### src/rtl/tff_ctrl_pkg.sv
// Shared state encoding and direction constants for the T flip-flop counter controller.
package tff_ctrl_pkg;

  localparam logic [1:0] IDLE = 2'd0;
  localparam logic [1:0] LOAD = 2'd1;
  localparam logic [1:0] RUN  = 2'd2;
  localparam logic [1:0] DONE = 2'd3;

  localparam logic DIR_UP   = 1'b0;
  localparam logic DIR_DOWN = 1'b1;

endpackage

### src/rtl/tff_counter_ctrl_if.sv
// Command/status bundle between a run requester and the T flip-flop counter controller.
interface tff_counter_ctrl_if #(
  parameter int WIDTH = 4
);

  logic             start;
  logic             dir;
  logic [WIDTH-1:0] limit;
  logic             stop;
  logic             busy;
  logic             done;
  logic [WIDTH-1:0] count;
  logic [WIDTH-1:0] t_vec;

  modport master (
    output start, dir, limit, stop,
    input  busy, done, count, t_vec
  );

  modport slave (
    input  start, dir, limit, stop,
    output busy, done, count, t_vec
  );

endinterface

### src/rtl/t_ff_r.sv
// Single T flip-flop: Q toggles on a rising edge when T is high; synchronous active-high reset to 0.
module t_ff_r (
  input  logic clk,
  input  logic Reset,
  input  logic T,
  output logic Q
);

  always_ff @(posedge clk) begin
    if (Reset) begin
      Q <= 1'b0;
    end else if (T) begin
      Q <= ~Q;
    end
  end

endmodule

### src/rtl/tff_counter_ctrl.sv
// Sequences a bank of T flip-flops as an up/down counter: preset in LOAD, one step per RUN cycle,
// one-cycle DONE pulse; stop aborts LOAD/RUN with the count frozen.
module tff_counter_ctrl
  import tff_ctrl_pkg::*;
#(
  parameter int WIDTH = 4
) (
  input logic              clk,
  input logic              Reset,
  tff_counter_ctrl_if.slave bus
);

  logic [1:0]       state;
  logic [1:0]       nxt_state;
  logic             dir_q;
  logic [WIDTH-1:0] limit_q;
  logic [WIDTH-1:0] q;
  logic [WIDTH-1:0] t_vec;
  logic [WIDTH-1:0] step_vec;
  logic [WIDTH-1:0] load_val;
  logic [WIDTH-1:0] end_val;
  logic             carry;

  assign load_val = (dir_q == DIR_UP) ? '0 : limit_q;
  assign end_val  = (dir_q == DIR_UP) ? limit_q : '0;

  // Bit i toggles when all lower bits are 1 (up) or all lower bits are 0 (down).
  always_comb begin
    step_vec = '0;
    carry    = 1'b1;
    for (int i = 0; i < WIDTH; i++) begin
      step_vec[i] = carry;
      carry       = carry & ((dir_q == DIR_DOWN) ? ~q[i] : q[i]);
    end
  end

  always_comb begin
    nxt_state = state;
    t_vec     = '0;
    case (state)
      IDLE: begin
        if (bus.start) nxt_state = LOAD;
      end
      LOAD: begin
        if (bus.stop) begin
          nxt_state = IDLE;
        end else begin
          t_vec     = q ^ load_val;
          nxt_state = RUN;
        end
      end
      RUN: begin
        if (bus.stop) begin
          nxt_state = IDLE;
        end else if (q == end_val) begin
          nxt_state = DONE;
        end else begin
          t_vec = step_vec;
        end
      end
      default: begin
        nxt_state = IDLE;
      end
    endcase
    // Keep the observable enables quiet while reset is held.
    if (Reset) t_vec = '0;
  end

  always_ff @(posedge clk) begin
    if (Reset) begin
      state   <= IDLE;
      dir_q   <= DIR_UP;
      limit_q <= '0;
    end else begin
      state <= nxt_state;
      if (state == IDLE && bus.start) begin
        dir_q   <= bus.dir;
        limit_q <= bus.limit;
      end
    end
  end

  for (genvar i = 0; i < WIDTH; i++) begin : g_bank
    t_ff_r u_tff (
      .clk   (clk),
      .Reset (Reset),
      .T     (t_vec[i]),
      .Q     (q[i])
    );
  end

  assign bus.busy  = (state == LOAD) || (state == RUN);
  assign bus.done  = (state == DONE);
  assign bus.count = q;
  assign bus.t_vec = t_vec;

endmodule

### src/flat_wrapper.sv
// flat-port wrapper written by rule: the top's interface ports become plain ports
module tff_counter_ctrl_flat import tff_ctrl_pkg::*;
#(
  parameter int WIDTH = 4
)
  (clk, Reset, bus_start, bus_dir, bus_limit, bus_stop, bus_busy, bus_done, bus_count, bus_t_vec);
  tff_counter_ctrl_if #(.WIDTH(WIDTH)) bus_i ();
  input logic clk;
  input logic Reset;
  input wire logic [$bits(bus_i.start)-1:0] bus_start;
  input wire logic [$bits(bus_i.dir)-1:0] bus_dir;
  input wire logic [$bits(bus_i.limit)-1:0] bus_limit;
  input wire logic [$bits(bus_i.stop)-1:0] bus_stop;
  output wire logic [$bits(bus_i.busy)-1:0] bus_busy;
  output wire logic [$bits(bus_i.done)-1:0] bus_done;
  output wire logic [$bits(bus_i.count)-1:0] bus_count;
  output wire logic [$bits(bus_i.t_vec)-1:0] bus_t_vec;
  assign bus_i.start = bus_start;
  assign bus_i.dir = bus_dir;
  assign bus_i.limit = bus_limit;
  assign bus_i.stop = bus_stop;
  assign bus_busy = bus_i.busy;
  assign bus_done = bus_i.done;
  assign bus_count = bus_i.count;
  assign bus_t_vec = bus_i.t_vec;
  tff_counter_ctrl #(.WIDTH(WIDTH)) u_core (.clk(clk), .Reset(Reset), .bus(bus_i));
endmodule
### config.mk
export PLATFORM = sky130hd
export DESIGN_NAME = tff_counter_ctrl_flat
export DESIGN_NICKNAME = d
export VERILOG_FILES = /design/src/rtl/tff_ctrl_pkg.sv /design/src/rtl/tff_counter_ctrl_if.sv /design/src/rtl/t_ff_r.sv /design/src/rtl/tff_counter_ctrl.sv /design/src/flat_wrapper.sv
export SDC_FILE = /design/constraint.sdc
export NUM_CORES = 1
export LEC_CHECK = 0
export ABC_AREA = 1
export BUFFER_PORTS_ARGS = -buffer_cell sky130_fd_sc_hd__buf_2
export CAP_MARGIN = 20
export CORE_ASPECT_RATIO = 0.7
export CORE_UTILIZATION = 40
export DETAILED_ROUTE_END_ITERATION = 8
export PLACE_DENSITY = 0.73
export SKIP_CTS_REPAIR_TIMING = 1
export SKIP_LAST_GASP = 1
export SLEW_MARGIN = 40
export SYNTH_ARGS = -nofsm -noshare
export SYNTH_HDL_FRONTEND = slang
export SYNTH_SLANG_ARGS = --single-unit
### constraint.sdc
create_clock -name clk -period 2.1 [get_ports clk]
set_clock_uncertainty 0.05 [all_clocks]
set_input_delay 0.105 -clock clk [delete_from_list [all_inputs] [get_ports clk]]
set_output_delay 0.105 -clock clk [all_outputs]
set_load 0.01 [all_outputs]
* Word level (Yosys, flattened, before mapping)
Index checks and enable logic that the tools add are counted.
** Cells by class
- Reductions and logical operators :: 4
- Muxes and demuxes :: 15
- Equality and inequality tests :: 6
- Bitwise operators :: 7
** Operators by type and width (count)
- 4-bit 2-to-1 mux :: 6
- 2-bit 2-to-1 mux :: 4
- 4-bit one-hot mux with 2 select lines :: 1
- 2-bit one-hot mux with 3 select lines :: 1
- 2-bit == test, second input constant :: 2
- 4-bit == test :: 1
- 1-bit NOT :: 4
- 4-bit XOR :: 1
- 1-bit 2-to-1 mux :: 3
- 3-bit by 2-bit != test with 1-bit output, second input constant :: 1
- 1-bit bitwise AND :: 2
- 2-bit by 1-bit == test with 1-bit output, second input constant :: 1
- 2-bit zero test :: 1
- 2-bit != test, second input constant :: 1
- 2-bit AND reduction :: 1
- 1-bit logical AND :: 1
- 1-bit logical OR :: 1
** Word-level totals
- Output and inout port bits :: 10
- Register bits after elaboration :: 11
- Logic and storage cells :: 39
- Input port bits :: 9

* Logic depth before layout (Yosys ltp)
Gate-level depths: netlist of run 1.
- Word-level depth :: 8
- Depth in mapped cells :: 13
- Gate-level depth less buffers :: 12

* Hierarchy
A second synthesis of run 1 with hierarchy kept.
** Unflattened totals
- Cell total of the unflattened synthesis :: 122
- Area, all modules :: 772.0 sq um
** Modules (own cells, without submodules)
- tff_counter_ctrl :: area each 616.8 sq um, seq. area each 140.1 sq um, times used 1, cells each 98
- t_ff_r :: area each 38.8 sq um, seq. area each 20.0 sq um, times used 4, cells each 6

* Worst setup path after synthesis of run 1
No wires, ideal clock.
- Path type :: register to output
- Start point :: register u_core.state[0]
- End point :: output bus_t_vec[0]
- Arrival time :: 1.238 ns
- Cell stages (with the launch flop) :: 8
- Path buffers :: 1
- Setup slack :: 0.707 ns
- Cell sequence :: dfxtp_1 -> inv_1 -> ha_1 -> nand2_1 -> inv_1 -> nand2_2 -> inv_1 -> buf_4
** On the way
- Word-level cells in the longest chain between the ends :: 3
- Elaborated cells between the ends (all ways) :: 4
- Those cells by class :: 2 x eq/ne; 2 x mux
** RTL lines
- start: declaration :: RTL line tff_counter_ctrl.sv:13 : logic [1:0] state;
- start signal: assignment :: RTL line tff_counter_ctrl.sv:75 : state <= nxt_state;
- 2-bit == test or 2-bit by 1-bit == test with 1-bit output (tied branches) :: RTL line tff_counter_ctrl.sv:40 : case (state)
- 4-bit one-hot mux with 2 select lines (*) :: RTL line tff_counter_ctrl.sv:40
- 4-bit 2-to-1 mux (*) :: RTL line tff_counter_ctrl.sv:66 : if (Reset) t_vec = '0;
- end: declaration :: RTL line flat_wrapper.sv:17 : output wire logic [$bits(bus_i.t_vec)-1:0] bus_t_vec;
Mark *: on every way between the ends. The rest lies on a longest branch, timed or not.

* Worst setup path in the final report of run 1
- Start point :: register u_core.dir_q
- End point :: output bus_t_vec[2]
** On the way
- Word-level cells in the longest chain between the ends :: 6
- Elaborated cells between the ends (all ways) :: 12
- Those cells by class :: 1 x eq/ne; 9 x mux; 2 x bitwise
** RTL lines
- start: declaration :: RTL line tff_counter_ctrl.sv:15 : logic dir_q;
- start signal: assignment :: RTL line tff_counter_ctrl.sv:77 : dir_q <= bus.dir;
- 4-bit 2-to-1 mux or 1-bit 2-to-1 mux (tied branches) :: RTL line tff_counter_ctrl.sv:25, tff_counter_ctrl.sv:33
- 4-bit == test or 1-bit bitwise AND (tied branches) :: RTL line tff_counter_ctrl.sv:55, tff_counter_ctrl.sv:33
- 4-bit 2-to-1 mux :: RTL line tff_counter_ctrl.sv:55 : end else if (q == end_val) begin
- 4-bit 2-to-1 mux :: RTL line tff_counter_ctrl.sv:53 : if (bus.stop) begin
- 4-bit one-hot mux with 2 select lines (*) :: RTL line tff_counter_ctrl.sv:40
- 4-bit 2-to-1 mux (*) :: RTL line tff_counter_ctrl.sv:66
Marks and branches as above.

==> results of run 1 <==
critical path, cell delays in order (launching register included):
cell and delay, ns:
sky130_fd_sc_hd__dfxtp_1 0.61, sky130_fd_sc_hd__nor2_2 0.11, sky130_fd_sc_hd__inv_2 0.07, sky130_fd_sc_hd__nand2_1 0.07, sky130_fd_sc_hd__a21oi_1 0.18, sky130_fd_sc_hd__nand3_2 0.11, sky130_fd_sc_hd__a21oi_1 0.18, sky130_fd_sc_hd__buf_2 0.16
power groups by stage:
stage / combinational, mW / sequential, mW / clock [mW]
after floorplan: 0.327 / 0.278 / 0
after global routing: 0.440 / 0.307 / 0.164
after CTS: 0.386 / 0.297 / 0.154
after detailed placement: 0.384 / 0.303 / 0
after global placement: 0.368 / 0.300 / 0
final: 0.386 / 0.298 / 0.151
cells in the mapped netlist (3+ instances only):
library cell | n | area [sq um]
sky130_fd_sc_hd__nand2_1 | 28 | 105
sky130_fd_sc_hd__a21oi_1 | 16 | 80.1
sky130_fd_sc_hd__nor2_1 | 13 | 48.8
sky130_fd_sc_hd__inv_1 | 12 | 45.0
sky130_fd_sc_hd__dfxtp_1 | 11 | 220
sky130_fd_sc_hd__buf_4 | 9 | 67.6
sky130_fd_sc_hd__nand2_2 | 9 | 56.3
sky130_fd_sc_hd__nand3_1 | 9 | 45.0
sky130_fd_sc_hd__o21ai_0 | 6 | 30.0
sky130_fd_sc_hd__ha_1 | 4 | 50.1
sky130_fd_sc_hd__o21ai_1 | 4 | 20.0
sky130_fd_sc_hd__nand3_2 | 3 | 30.0
cell families (layout without fill, tap and decap cells):
kind of cell	Yosys count	count (layout)
AOI/OAI and AO/OA	26	26
adders and majority gates	4	4
buffers and inverters	26	39
DFF	11	11
and+or+nand+nor	69	69
sequential cells by signal, indices dropped and copies added (netlist names):
register,count
u_core.limit_q,4
u_core.g_bank.u_tff.Q,4
u_core.dir_q,1
u_core.state,2
area by class of cell:
| type | instances | area (sq um) | area share [%] |
|---|---|---|---|
| clock inverter | 1 | 5.00 | 0.511 |
| timing repair buffer | 19 | 100 | 10.2 |
| inverter | 16 | 70.1 | 7.15 |
| sequential | 11 | 220 | 22.5 |
| multi-input combinational | 99 | 524 | 53.5 |
| clock buffer | 3 | 22.5 | 2.30 |
| tap | 30 | 37.5 | 3.83 |
metal layers:
layer | vias up | GRT usage, %
li1 | 457 | -
met1 | 376 | 24.9
met2 | 29 | 29.0
met3 | 4 | 5.92
met4 | 0 | 5.24
met5 | - | 0
worst min-delay path by stage:
stage	from	end	cells past startpoint
after floorplan	Reset	u_core.state[0]	1
after global placement	Reset	u_core.state[0]	2
after detailed placement	Reset	u_core.state[0]	2
after CTS	Reset	u_core.state[0]	2
after global routing	bus_limit[1]	u_core.limit_q[1]	3
final	bus_limit[1]	u_core.limit_q[1]	3
cells in the final DEF (no fill, tap or decap), drive strengths merged:
cell type    synthesis  layout
clkbuf               0       3
ha                   4       4
buf                 10      18
o21ai               10      10
dlygate4sd3          0       1
inv                 16      16
a21oi               16      16
dfxtp               11      11
nor2                16      16
nand4                1       1
clkinv               0       1
nand2               39      39
nand3               12      12
or2                  1       1
==> results.txt, run 1 <==
----------------------------------------------------
[Synth]
  Warnings from Yosys ... 0
  Most common flop cell mapped by yosys ... sky130_fd_sc_hd__dfxtp_1
  Mapped Cells ... 136
  Complex-gate fraction of the synthesized area ... 14.6%
  Number of enable-type register cells in the synthesized netlist ... 0
  Flip-flop and latch count after synthesis ... 11
  Fraction of registers with async set or reset after synthesis ... 0%
  Parity-gate share of the synthesized area counting xor and xnor cells ... 0%
  Post-Synthesis Net Count ... 149
  Sequential area share after synthesis ... 24.6%
  Simple-gate area share of the yosys netlist ... 38.5%
  Largest family of logic cells by synthesized area ... simple AND/OR/NAND/NOR gates
  Post-synthesis instance area ... 893 sq um
  Fraction of synthesized area in multiplexers ... 0%
  Distinct cell type count of the synthesized netlist ... 21
  Post-Synth Adder-Cell Area ... 5.60%
  Post-synthesis average cell area ... 6.57 sq um

[Route]
  Wire length on met2 ... 912 um
  Vias per std cell ... 4.84
  Drc violations ... 0
  Final wirelength ... 1980 um
  Via total after detailed routing ... 866
  Number of violations reported at the end of detailed-routing iteration 0 ... 46
  Routed len/inst ... 11.1 um
  Detailed-route wire length on metal 1 ... 907 um
  Antenna-violating nets left ... 0
  Top routing layer in use ... met4
  Met3 wire len ... 135 um
  Router iterations before antenna repair ... 4

[Floorplan]
  Floorplan row count ... 13
  Chip Width ... 58.5 um
  Initial core utilization ... 45.4%
  Core area ... 1970 sq um
  Overall die height ... 41.5 um
  I/O pins ... 19
  Die area ... 2430 sq um

[Power]
  Net load switching power ... 0.379 mW
  Cell-internal power ... 0.457 mW
  Combinational Power Share ... 46.2%
  Total power per unit cell area ... 853 nW/um^2
  Sw Ratio ... 45.4%
  Total power consumption of the routed design ... 0.836 mW
  Power share of the sequential group ... 35.7%
  Static Leakage ... 0.491 nW
  Clock share of power ... 18.1%
  Max IR drop VDD ... 0.455 mV

[CTS]
  CTS H-tree lvls ... 1
  Clock transition at the registers of the reported paths ... 0.08 ns
  Max clock buf depth ... 2
  CTS Root Cell ... sky130_fd_sc_hd__clkbuf_4
  Total number of clock tree sinks ... 11
  Clock latency on the worst-skew pair ... 0.28 ns
  Num CTS Buffers ... 3
  Clock tree from TritonCTS ... yes

[Critical path]
  Cell depth of the worst flop-to-flop path ... 9
  WP data arrival ... 1.76 ns
  Endpoint of the worst-slack reg-to-reg timing path ... u_core.state[1]
  Top fanout value on the critical path ... 8
  Worst flop-to-flop path startpoint ... u_core.dir_q
  Kind of start point of the critical path ... flip-flop
  Worst setup path end ... bus_t_vec[2]
  Critical Path Start ... u_core.dir_q
  Setup crit end kind ... output pin
  Setup slack of the worst register-to-register path ... 0.50 ns
  Crit path required time ... 1.95 ns
  Kind of critical path ... reg -> out

[Run]
  Max-cap viol count ... 0

[STA]
  Fraction of the cycle the final worst path needs ... 91.3%
  Setup violators final ... 0
  Worst slew slack as a fraction of its limit ... 69.8%
  Max Clock Freq ... 522 MHz
  Final min period ... 1.92 ns
  Hold slack final ... 0.0275 ns
  Setup repair after global routing missed its margin ... no
  Actual slew at the worst max-slew pin ... 0.453 ns
  Sum of negative setup slack ... 0 ns
  Final WS setup ... 0.183 ns
  Final Hold Vio Count ... 0
  Max-slew violation total from the final report ... 0

[GRT]
  Global-route congestion overflow total ... 0
  Initial antenna violation count ... 0
  Via count of the first global-routing pass ... 778
  Global Route Usage Sum ... 18.7%
  Largest net degree at the start of global routing ... 12
  Global-route wire length before repair ... 3430 um

[Layout]
  Fill cell total of the finished layout ... 198
  Final design area excluding fillers ... 980 sq um
  Utilization of the core after routing ... 49.8%
  Share of cells above drive strength 1 ... 29.5%
  Antenna diode instance count ... 0
  Non-filler cells, final ... 179
  Synth-to-Final Area Change ... 9.66%
  Nets ... 163

[Placed design]
  Final weighted congestion in routability-driven placement ... 0.878
  Instance area at placement ... 942 sq um
  Dpl ws ... 0.492 ns
  Port Buf Inserts ... 18
  Post-DP HPWL ... 1610 um
  Post-placement cell count ... 174

[Worst hold path]
  Class of the tightest hold or removal check ... in -> reg

[Run status]
  Outcome ... finished clean

----------------------------------------------------
Power figures use the tool's default switching activity.
==> run 2, diff against run 1 <==
CORE_ASPECT_RATIO = default   (was 0.7)
clock period = 1.95 ns   (was 2.1 ns; I/O delays follow)
==> results.txt, run 2 (same netlist as run 1, synthesis figures left out) <==
----------------------------------------------------
[Run status]
  Outcome ... finished clean (unchanged)

[GRT]
  Largest net degree at the start of global routing ... 12 (unchanged)
  Global Route Usage Sum ... 16.6% (was 18.7%)
  Global-route wire length before repair ... 3110 um (was 3430 um)
  Global-route congestion overflow total ... 0 (unchanged)
  Via count of the first global-routing pass ... 767 (was 778)
  Initial antenna violation count ... 0 (unchanged)

[Critical path]
  Crit path required time ... 1.80 ns (was 1.95 ns)
  Kind of critical path ... in -> out (was reg -> out)
  Peak per-stage delay on the critical path ... 0.53 ns (was 0.61 ns)
  Cell occurring most often along the worst timing path ... sky130_fd_sc_hd__inv_1 (was sky130_fd_sc_hd__a21oi_1)
  Kind of start point of the critical path ... input port (was flip-flop)
  Top fanout value on the critical path ... 11 (was 8)
  Setup crit end kind ... output pin (unchanged)
  WP data arrival ... 1.68 ns (was 1.76 ns)
  Cell breakdown of the critical path ... dlygate4sd3_1 > buf_2 > inv_1 > nand2_1 > inv_1 > nand2_2 > inv_1 > buf_2 (was nor2_2 > inv_2 > nand2_1 > a21oi_1 > nand3_2 > a21oi_1 > buf_2)
  Crit path max-delay cell type ... sky130_fd_sc_hd__dlygate4sd3_1 (was sky130_fd_sc_hd__dfxtp_1)

[Layout]
  Non-filler cells, final ... 176 (was 179)
  Highest-count cells in the layout ignoring fill and taps ... 28 x sky130_fd_sc_hd__nand2_1, 18 x sky130_fd_sc_hd__buf_2, 16 x sky130_fd_sc_hd__a21oi_1 (unchanged)
  Synth-to-Final Area Change ... 9.10% (was 9.66%)
  Largest regs ... u_core.g_bank.u_tff.Q x4, u_core.limit_q x4, u_core.state x2 (unchanged)
  Most common library cell in the layout ignoring fill and taps ... sky130_fd_sc_hd__nand2_1 (unchanged)
  Nets ... 163 (unchanged)
  Fill cell total of the finished layout ... 203 (was 198)
  Antenna diode instance count ... 0 (unchanged)
  Share of cells above drive strength 1 ... 28.9% (was 29.5%)

[STA]
  Max-slew violation total from the final report ... 0 (unchanged)
  Setup repair after global routing missed its margin ... no (unchanged)
  Max Clock Freq ... 547 MHz
  Actual slew at the worst max-slew pin ... 0.396 ns (was 0.453 ns)
  Final min period ... 1.83 ns
  Setup violators final ... 0 (unchanged)
  Final WS setup ... 0.123 ns (was 0.183 ns)
  Fraction of the cycle the final worst path needs ... 93.7%
  Worst slew slack as a fraction of its limit ... 73.6% (was 69.8%)
  Final Hold Vio Count ... 0 (unchanged)
  Sum of negative setup slack ... 0 ns (unchanged)

[CTS]
  Clock transition at the registers of the reported paths ... 0.07 ns (was 0.08 ns)
  Clock latency on the worst-skew pair ... 0.27 ns (was 0.28 ns)
  Clock tree from TritonCTS ... yes (unchanged)
  Max clock buf depth ... 2 (unchanged)
  Num CTS Buffers ... 3 (unchanged)
  CTS Root Cell ... sky130_fd_sc_hd__clkbuf_4 (unchanged)
  CTS H-tree lvls ... 1 (unchanged)
  Total number of clock tree sinks ... 11 (unchanged)

[Floorplan]
  Die area ... 2430 sq um (about the same)
  Core area ... 2020 sq um (was 1970 sq um)
  Initial core utilization ... 44.2% (was 45.4%)
  Overall die height ... 49.3 um (was 41.5 um)
  Floorplan row count ... 16 (was 13)
  Chip Width ... 49.3 um (was 58.5 um)
  I/O pins ... 19 (unchanged)

[Route]
  Router iterations before antenna repair ... 4 (unchanged)
  Antenna-violating nets left ... 0 (unchanged)
  Number of violations reported at the end of detailed-routing iteration 0 ... 21 (was 46)
  Routed len/inst ... 10.1 um (was 11.1 um)
  Vias per std cell ... 4.95 (was 4.84)
  Final wirelength ... 1770 um (was 1980 um)
  Via total after detailed routing ... 872 (was 866)
  Drc violations ... 0 (unchanged)

[Power]
  Max IR drop VDD ... 0.496 mV (was 0.455 mV)
  Total power per unit cell area ... 907 nW/um^2 (was 853 nW/um^2)
  Static Leakage ... 0.488 nW (was 0.491 nW)

[Placed design]
  Post-DP HPWL ... 1410 um (was 1610 um)
  Port Buf Inserts ... 18 (unchanged)
  Dpl ws ... 0.432 ns (was 0.492 ns)
  Final weighted congestion in routability-driven placement ... 0.841 (was 0.878)
  Post-placement cell count ... 171 (was 174)

[Worst hold path]
  Class of the tightest hold or removal check ... in -> reg (unchanged)

[Run]
  Max-cap viol count ... 0 (unchanged)

----------------------------------------------------
run 2: final cells by class:
class                           count  area (sq um)  area share (%)
Clock buffer                        4          26.3            2.70
Inverter                           16          70.1            7.19
Multi-Input combinational cell     99           524            53.8
Sequential cell                    11           220            22.6
Tap cell                           27          33.8            3.47
Timing Repair Buffer               19           100            10.3
run 2: final timing paths:
check                                     start                        to  slack [ns]  depth (start not counted)
worst max-delay path                      Reset              bus_t_vec[0]        0.12                          8
worst min-delay path               bus_limit[0]         u_core.limit_q[0]        0.03                          3
worst max register to register  u_core.state[0]  u_core.g_bank[0].u_tff.Q        0.42                          8
worst min register to register  u_core.state[0]           u_core.state[0]        0.46                          2
run 2: worst max-delay path, delay by kind of cell:
kind	cells	cell delay, ns
and+or+nand+nor	2	0.28
buffers and inverters	6	1.29
run 2: per-stage QoR:
step	hold WS [ns]	util (%)	total power, mW	cell area, sq um
final	0.0306	48.2	0.884	975
after global routing	0.0360	48.2	0.972	975
after CTS	-0.0584	47.7	0.889	965
after detailed placement	0.230	46.4	0.731	938
after global placement	0.219	46.4	0.715	938
after floorplan	0.117	-	0.652	893
run 2: report_power, final:
group	total, mW	internal [mW]	switching [mW]	leakage, nW
Sequential	0.318	0.265	0.0527	0.0902
Combinational	0.409	0.151	0.258	0.383
Clock	0.157	0.0791	0.0779	0.0150
Total	0.884	0.495	0.389	0.488
run 2: layer usage:
layer / GRT usage (%) / vias up / routed length, um
met1: 18.8 / 391 / 774
met5: 0 / - / 0
met2: 30.4 / 22 / 896
met4: 5.88 / 0 / 15
met3: 3.12 / 2 / 84
li1: - / 457 / -
==> run 3, diff against run 2 <==
ABC_AREA = default   (was 1)
GPL_ROUTABILITY_DRIVEN = 0   (was default)
PLACE_DENSITY = 0.71   (was 0.73)
==> results.txt, run 3 <==
----------------------------------------------------
[Layout]
  Share of cells above drive strength 1 ... 43.8% (was 28.9%)
  Area used by multi-input combinational logic ... 737 sq um (was 524 sq um)
  Nets ... 158 (was 163)
  Fill cell total of the finished layout ... 259 (was 203)
  Final design area excluding fillers ... 1230 sq um (was 975 sq um)
  Highest-count cells in the layout ignoring fill and taps ... 17 x sky130_fd_sc_hd__buf_2, 12 x sky130_fd_sc_hd__nand2_1, 10 x sky130_fd_sc_hd__nor2_1, 10 x sky130_fd_sc_hd__buf_4, 9 x sky130_fd_sc_hd__nand2b_1 (was 28 x sky130_fd_sc_hd__nand2_1, 18 x sky130_fd_sc_hd__buf_2, 16 x sky130_fd_sc_hd__a21oi_1)
  Largest regs ... u_core.g_bank.u_tff.Q x4, u_core.limit_q x4, u_core.state x2 (unchanged)
  Synth-to-Final Area Change ... 17.2% (was 9.10%)
  Most common library cell in the layout ignoring fill and taps ... sky130_fd_sc_hd__buf_2 (was sky130_fd_sc_hd__nand2_1)
  Area of all sequential standard cells ... 245 sq um (was 220 sq um)
  Antenna diode instance count ... 0 (unchanged)

[CTS]
  Max clock buf depth ... 2 (unchanged)
  Clock latency on the worst-skew pair ... 0.28 ns (was 0.27 ns)
  Num CTS Buffers ... 3 (unchanged)
  Clock tree from TritonCTS ... yes (unchanged)
  Clock transition at the registers of the reported paths ... 0.09 ns (was 0.07 ns)
  CTS Root Cell ... sky130_fd_sc_hd__clkbuf_4 (unchanged)
  Total number of clock tree sinks ... 11 (unchanged)
  CTS H-tree lvls ... 1 (unchanged)

[Critical path]
  Peak per-stage delay on the critical path ... 0.37 ns (was 0.53 ns)
  Kind of critical path ... reg -> out (was in -> out)
  Worst flop-to-flop path startpoint ... u_core.state[1] (was u_core.state[0])
  Kind of start point of the critical path ... flip-flop (was input port)
  Setup slack of the worst register-to-register path ... 0.21 ns (was 0.42 ns)
  Cell breakdown of the critical path ... nand4bb_1 > o22a_1 > a22oi_4 > a21oi_2 > o21ba_2 > buf_2 (was dlygate4sd3_1 > buf_2 > inv_1 > nand2_1 > inv_1 > nand2_2 > inv_1 > buf_2)
  Crit path buf inv count ... 1 (was 6)
  Crit path required time ... 1.80 ns (about the same)
  Endpoint of the worst-slack reg-to-reg timing path ... u_core.g_bank[2].u_tff.Q (was u_core.g_bank[0].u_tff.Q)
  Top fanout value on the critical path ... 6 (was 11)
  WP data arrival ... 1.81 ns (was 1.68 ns)
  Setup crit end kind ... output pin (unchanged)
  Cell depth of the worst flop-to-flop path ... 7 (was 8)
  Category of cells accounting for the largest share of critical-path delay ... compound AO/OA/AOI/OAI gates (was buffers and inverters)
  Crit path max-delay cell type ... sky130_fd_sc_hd__dfxtp_4 (was sky130_fd_sc_hd__dlygate4sd3_1)

[Synth]
  Mapped Cells ... 128 (was 136)
  Cell type with the highest aggregate area in the netlist ... sky130_fd_sc_hd__dfxtp_1 (unchanged)
  Most area-consuming cells after synthesis ... sky130_fd_sc_hd__dfxtp_1 21%, sky130_fd_sc_hd__buf_4 6.4%, sky130_fd_sc_hd__nand2b_1 6.0%, sky130_fd_sc_hd__a21oi_1 4.8%, sky130_fd_sc_hd__ha_1 4.8% (was sky130_fd_sc_hd__dfxtp_1 25%, sky130_fd_sc_hd__nand2_1 12%, sky130_fd_sc_hd__a21oi_1 9.0%, sky130_fd_sc_hd__buf_4 7.6%, sky130_fd_sc_hd__nand2_2 6.3%)
  Fraction of registers with async set or reset after synthesis ... 0% (unchanged)
  Share of Yosys cell area claimed by the top area cell type ... 21.0% (was 24.6%)
  Most common cell in the synthesized netlist ... sky130_fd_sc_hd__nand2_1 (unchanged)
  Sequential area share after synthesis ... 21.0% (was 24.6%)
  Post-synthesis instance area ... 1050 sq um (was 893 sq um)
  Most frequent cells after synthesis ... 12 x sky130_fd_sc_hd__nand2_1, 11 x sky130_fd_sc_hd__dfxtp_1, 11 x sky130_fd_sc_hd__nor2_1 (was 28 x sky130_fd_sc_hd__nand2_1, 16 x sky130_fd_sc_hd__a21oi_1, 13 x sky130_fd_sc_hd__nor2_1)
  Warnings from Yosys ... 0 (unchanged)
  Number of enable-type register cells in the synthesized netlist ... 0 (unchanged)
  Distinct cell type count of the synthesized netlist ... 41 (was 21)
  Flip-flop and latch count after synthesis ... 11 (unchanged)
  Post-Synthesis Net Count ... 141 (was 149)
  Post-synthesis average cell area ... 8.20 sq um (was 6.57 sq um)
  Most common flop cell mapped by yosys ... sky130_fd_sc_hd__dfxtp_1 (unchanged)

[Route]
  Via total after detailed routing ... 934 (was 872)
  Router iterations before antenna repair ... 4 (unchanged)
  Number of violations reported at the end of detailed-routing iteration 0 ... 17 (was 21)
  Routed len/inst ... 13.6 um (was 10.1 um)
  Drc violations ... 0 (unchanged)
  Vias per std cell ... 5.37 (was 4.95)
  Final wirelength ... 2370 um (was 1770 um)
  Antenna-violating nets left ... 0 (unchanged)

[STA]
  Sum of negative setup slack ... -0.00605 ns (was 0 ns)
  Fraction of the cycle the final worst path needs ... 100% (was 93.7%)
  Actual slew at the worst max-slew pin ... 0.353 ns (was 0.396 ns)
  Final Hold Vio Count ... 0 (unchanged)
  Max Clock Freq ... 511 MHz (was 547 MHz)
  Hold slack final ... 0.00414 ns (was 0.0306 ns)
  Worst slew slack as a fraction of its limit ... 76.5% (was 73.6%)
  Max-slew violation total from the final report ... 0 (unchanged)
  Setup repair after global routing missed its margin ... yes (was no)
  Final WS setup ... -0.00605 ns (was 0.123 ns)
  Setup violators final ... 1 (was 0)
  Final min period ... 1.96 ns (was 1.83 ns)

[Worst hold path]
  Worst hold path endpoint ... u_core.limit_q[2] (was u_core.limit_q[0])
  Worst hold path stage count ... 3 (unchanged)
  Hold Path Origin ... bus_limit[2] (was bus_limit[0])
  Class of the tightest hold or removal check ... in -> reg (unchanged)

[Run]
  Max-cap viol count ... 0 (unchanged)

[Floorplan]
  Chip Width ... 53.2 um (was 49.3 um)
  Floorplan row count ... 18 (was 16)
  Core area ... 2480 sq um (was 2020 sq um)
  I/O pins ... 19 (unchanged)
  Initial core utilization ... 42.4% (was 44.2%)
  Die area ... 2830 sq um (was 2430 sq um)
  Overall die height ... 53.2 um (was 49.3 um)

[Placed design]
  Post-DP HPWL ... 1700 um (was 1410 um)
  Port Buf Inserts ... 18 (unchanged)
  Instance area at placement ... 1090 sq um (was 938 sq um)
  Dpl ws ... 0.177 ns (was 0.432 ns)

[GRT]
  Global-route congestion overflow total ... 0 (unchanged)
  Global Route Usage Sum ... 18.6% (was 16.6%)
  Via count of the first global-routing pass ... 853 (was 767)
  Initial antenna violation count ... 0 (unchanged)
  Largest net degree at the start of global routing ... 17 (was 12)
  Global-route wire length before repair ... 3770 um (was 3110 um)

[Run status]
  Outcome ... finished with violations (was finished clean)
  Failing checks ... negative setup slack

[Power]
  Static Leakage ... 0.504 nW (was 0.488 nW)
  Total power consumption of the routed design ... 0.930 mW (was 0.884 mW)
  Total power per unit cell area ... 756 nW/um^2 (was 907 nW/um^2)
  Max IR drop VDD ... 0.462 mV (was 0.496 mV)

----------------------------------------------------
## run 3: cell types whose count changed in the layout (fill, tap and decap cells not counted), sizes merged, moves of 10 or more
cell,previous run,this run
buf,18,28
inv,16,3
nand2b,0,12
nand2,39,12
o21ai,10,0
## run 3: kinds of logic after synthesis
| family | share of synthesized area, % |
|---|---|
| adder cells (fa/ha/maj) | 4.77 |
| AND/OR/NAND/NOR | 29.7 |
| AO/OA/AOI/OAI | 27.7 |
| XOR/XNOR | 3.34 |
| multiplexers | 1.91 |
| flip-flops | 21.0 |
| buffers and inverters | 11.7 |
## run 3: per-layer routing
layer / vias up / track usage (%) / wire length [um]
li1: 479 / - / -
met1: 430 / 22.4 / 1080
met2: 21 / 30.6 / 1180
met3: 4 / 4.31 / 75
met4: 0 / 8.77 / 41
met5: - / 0 / 0
## run 3: per-stage QoR
| step | util, % | std cells |
|---|---|---|
| final | 49.6 | 174 |
| after global routing | 49.6 | 174 |
| after detailed placement | 43.9 | 163 |
| after CTS | 45.1 | 167 |
| after global placement | 43.9 | 163 |
| after floorplan | - | 128 |
## run 3: worst max-delay path by stage
| stage | from | endpoint | slack [ns] | cells past startpoint |
|---|---|---|---|---|
| 2_1_floorplan | u_core.g_bank[0].u_tff.Q | bus_t_vec[3] | 0.30 | 8 |
| 3_3_place_gp | u_core.g_bank[0].u_tff.Q | bus_t_vec[1] | 0.18 | 6 |
| 3_5_place_dp | u_core.g_bank[0].u_tff.Q | bus_t_vec[1] | 0.18 | 6 |
| 4_1_cts | u_core.g_bank[0].u_tff.Q | bus_t_vec[1] | -0.14 | 6 |
| 5_1_grt | u_core.limit_q[3] | bus_t_vec[1] | -0.07 | 6 |
| 6_report | u_core.limit_q[3] | bus_t_vec[1] | -0.006 | 6 |
## run 3: power breakdown
group | switching [mW] | total (mW) | internal, mW | leakage, nW
logic | 0.206 | 0.407 | 0.200 | 0.390
registers | 0.0755 | 0.349 | 0.273 | 0.0954
clock network | 0.0988 | 0.175 | 0.0762 | 0.0177
## run 3: cell type report
cell class                 count  area share, %
multi-input combinational     98           59.9
inverter                       3          0.916
tap                           30           3.05
clock inverter                 1          0.407
sequential                    11           19.9
clock buffer                   3           1.83
timing repair buffer          28           13.9
## run 3: worst register-to-register path, cell delays in order (launching register included)
cell and delay [ns]:
sky130_fd_sc_hd__dfxtp_1 0.34, sky130_fd_sc_hd__inv_1 0.12, sky130_fd_sc_hd__ha_1 0.18, sky130_fd_sc_hd__nand2b_1 0.13
sky130_fd_sc_hd__a21oi_1 0.33, sky130_fd_sc_hd__nor3_1 0.09, sky130_fd_sc_hd__a311oi_1 0.26, sky130_fd_sc_hd__o211ai_1 0.12
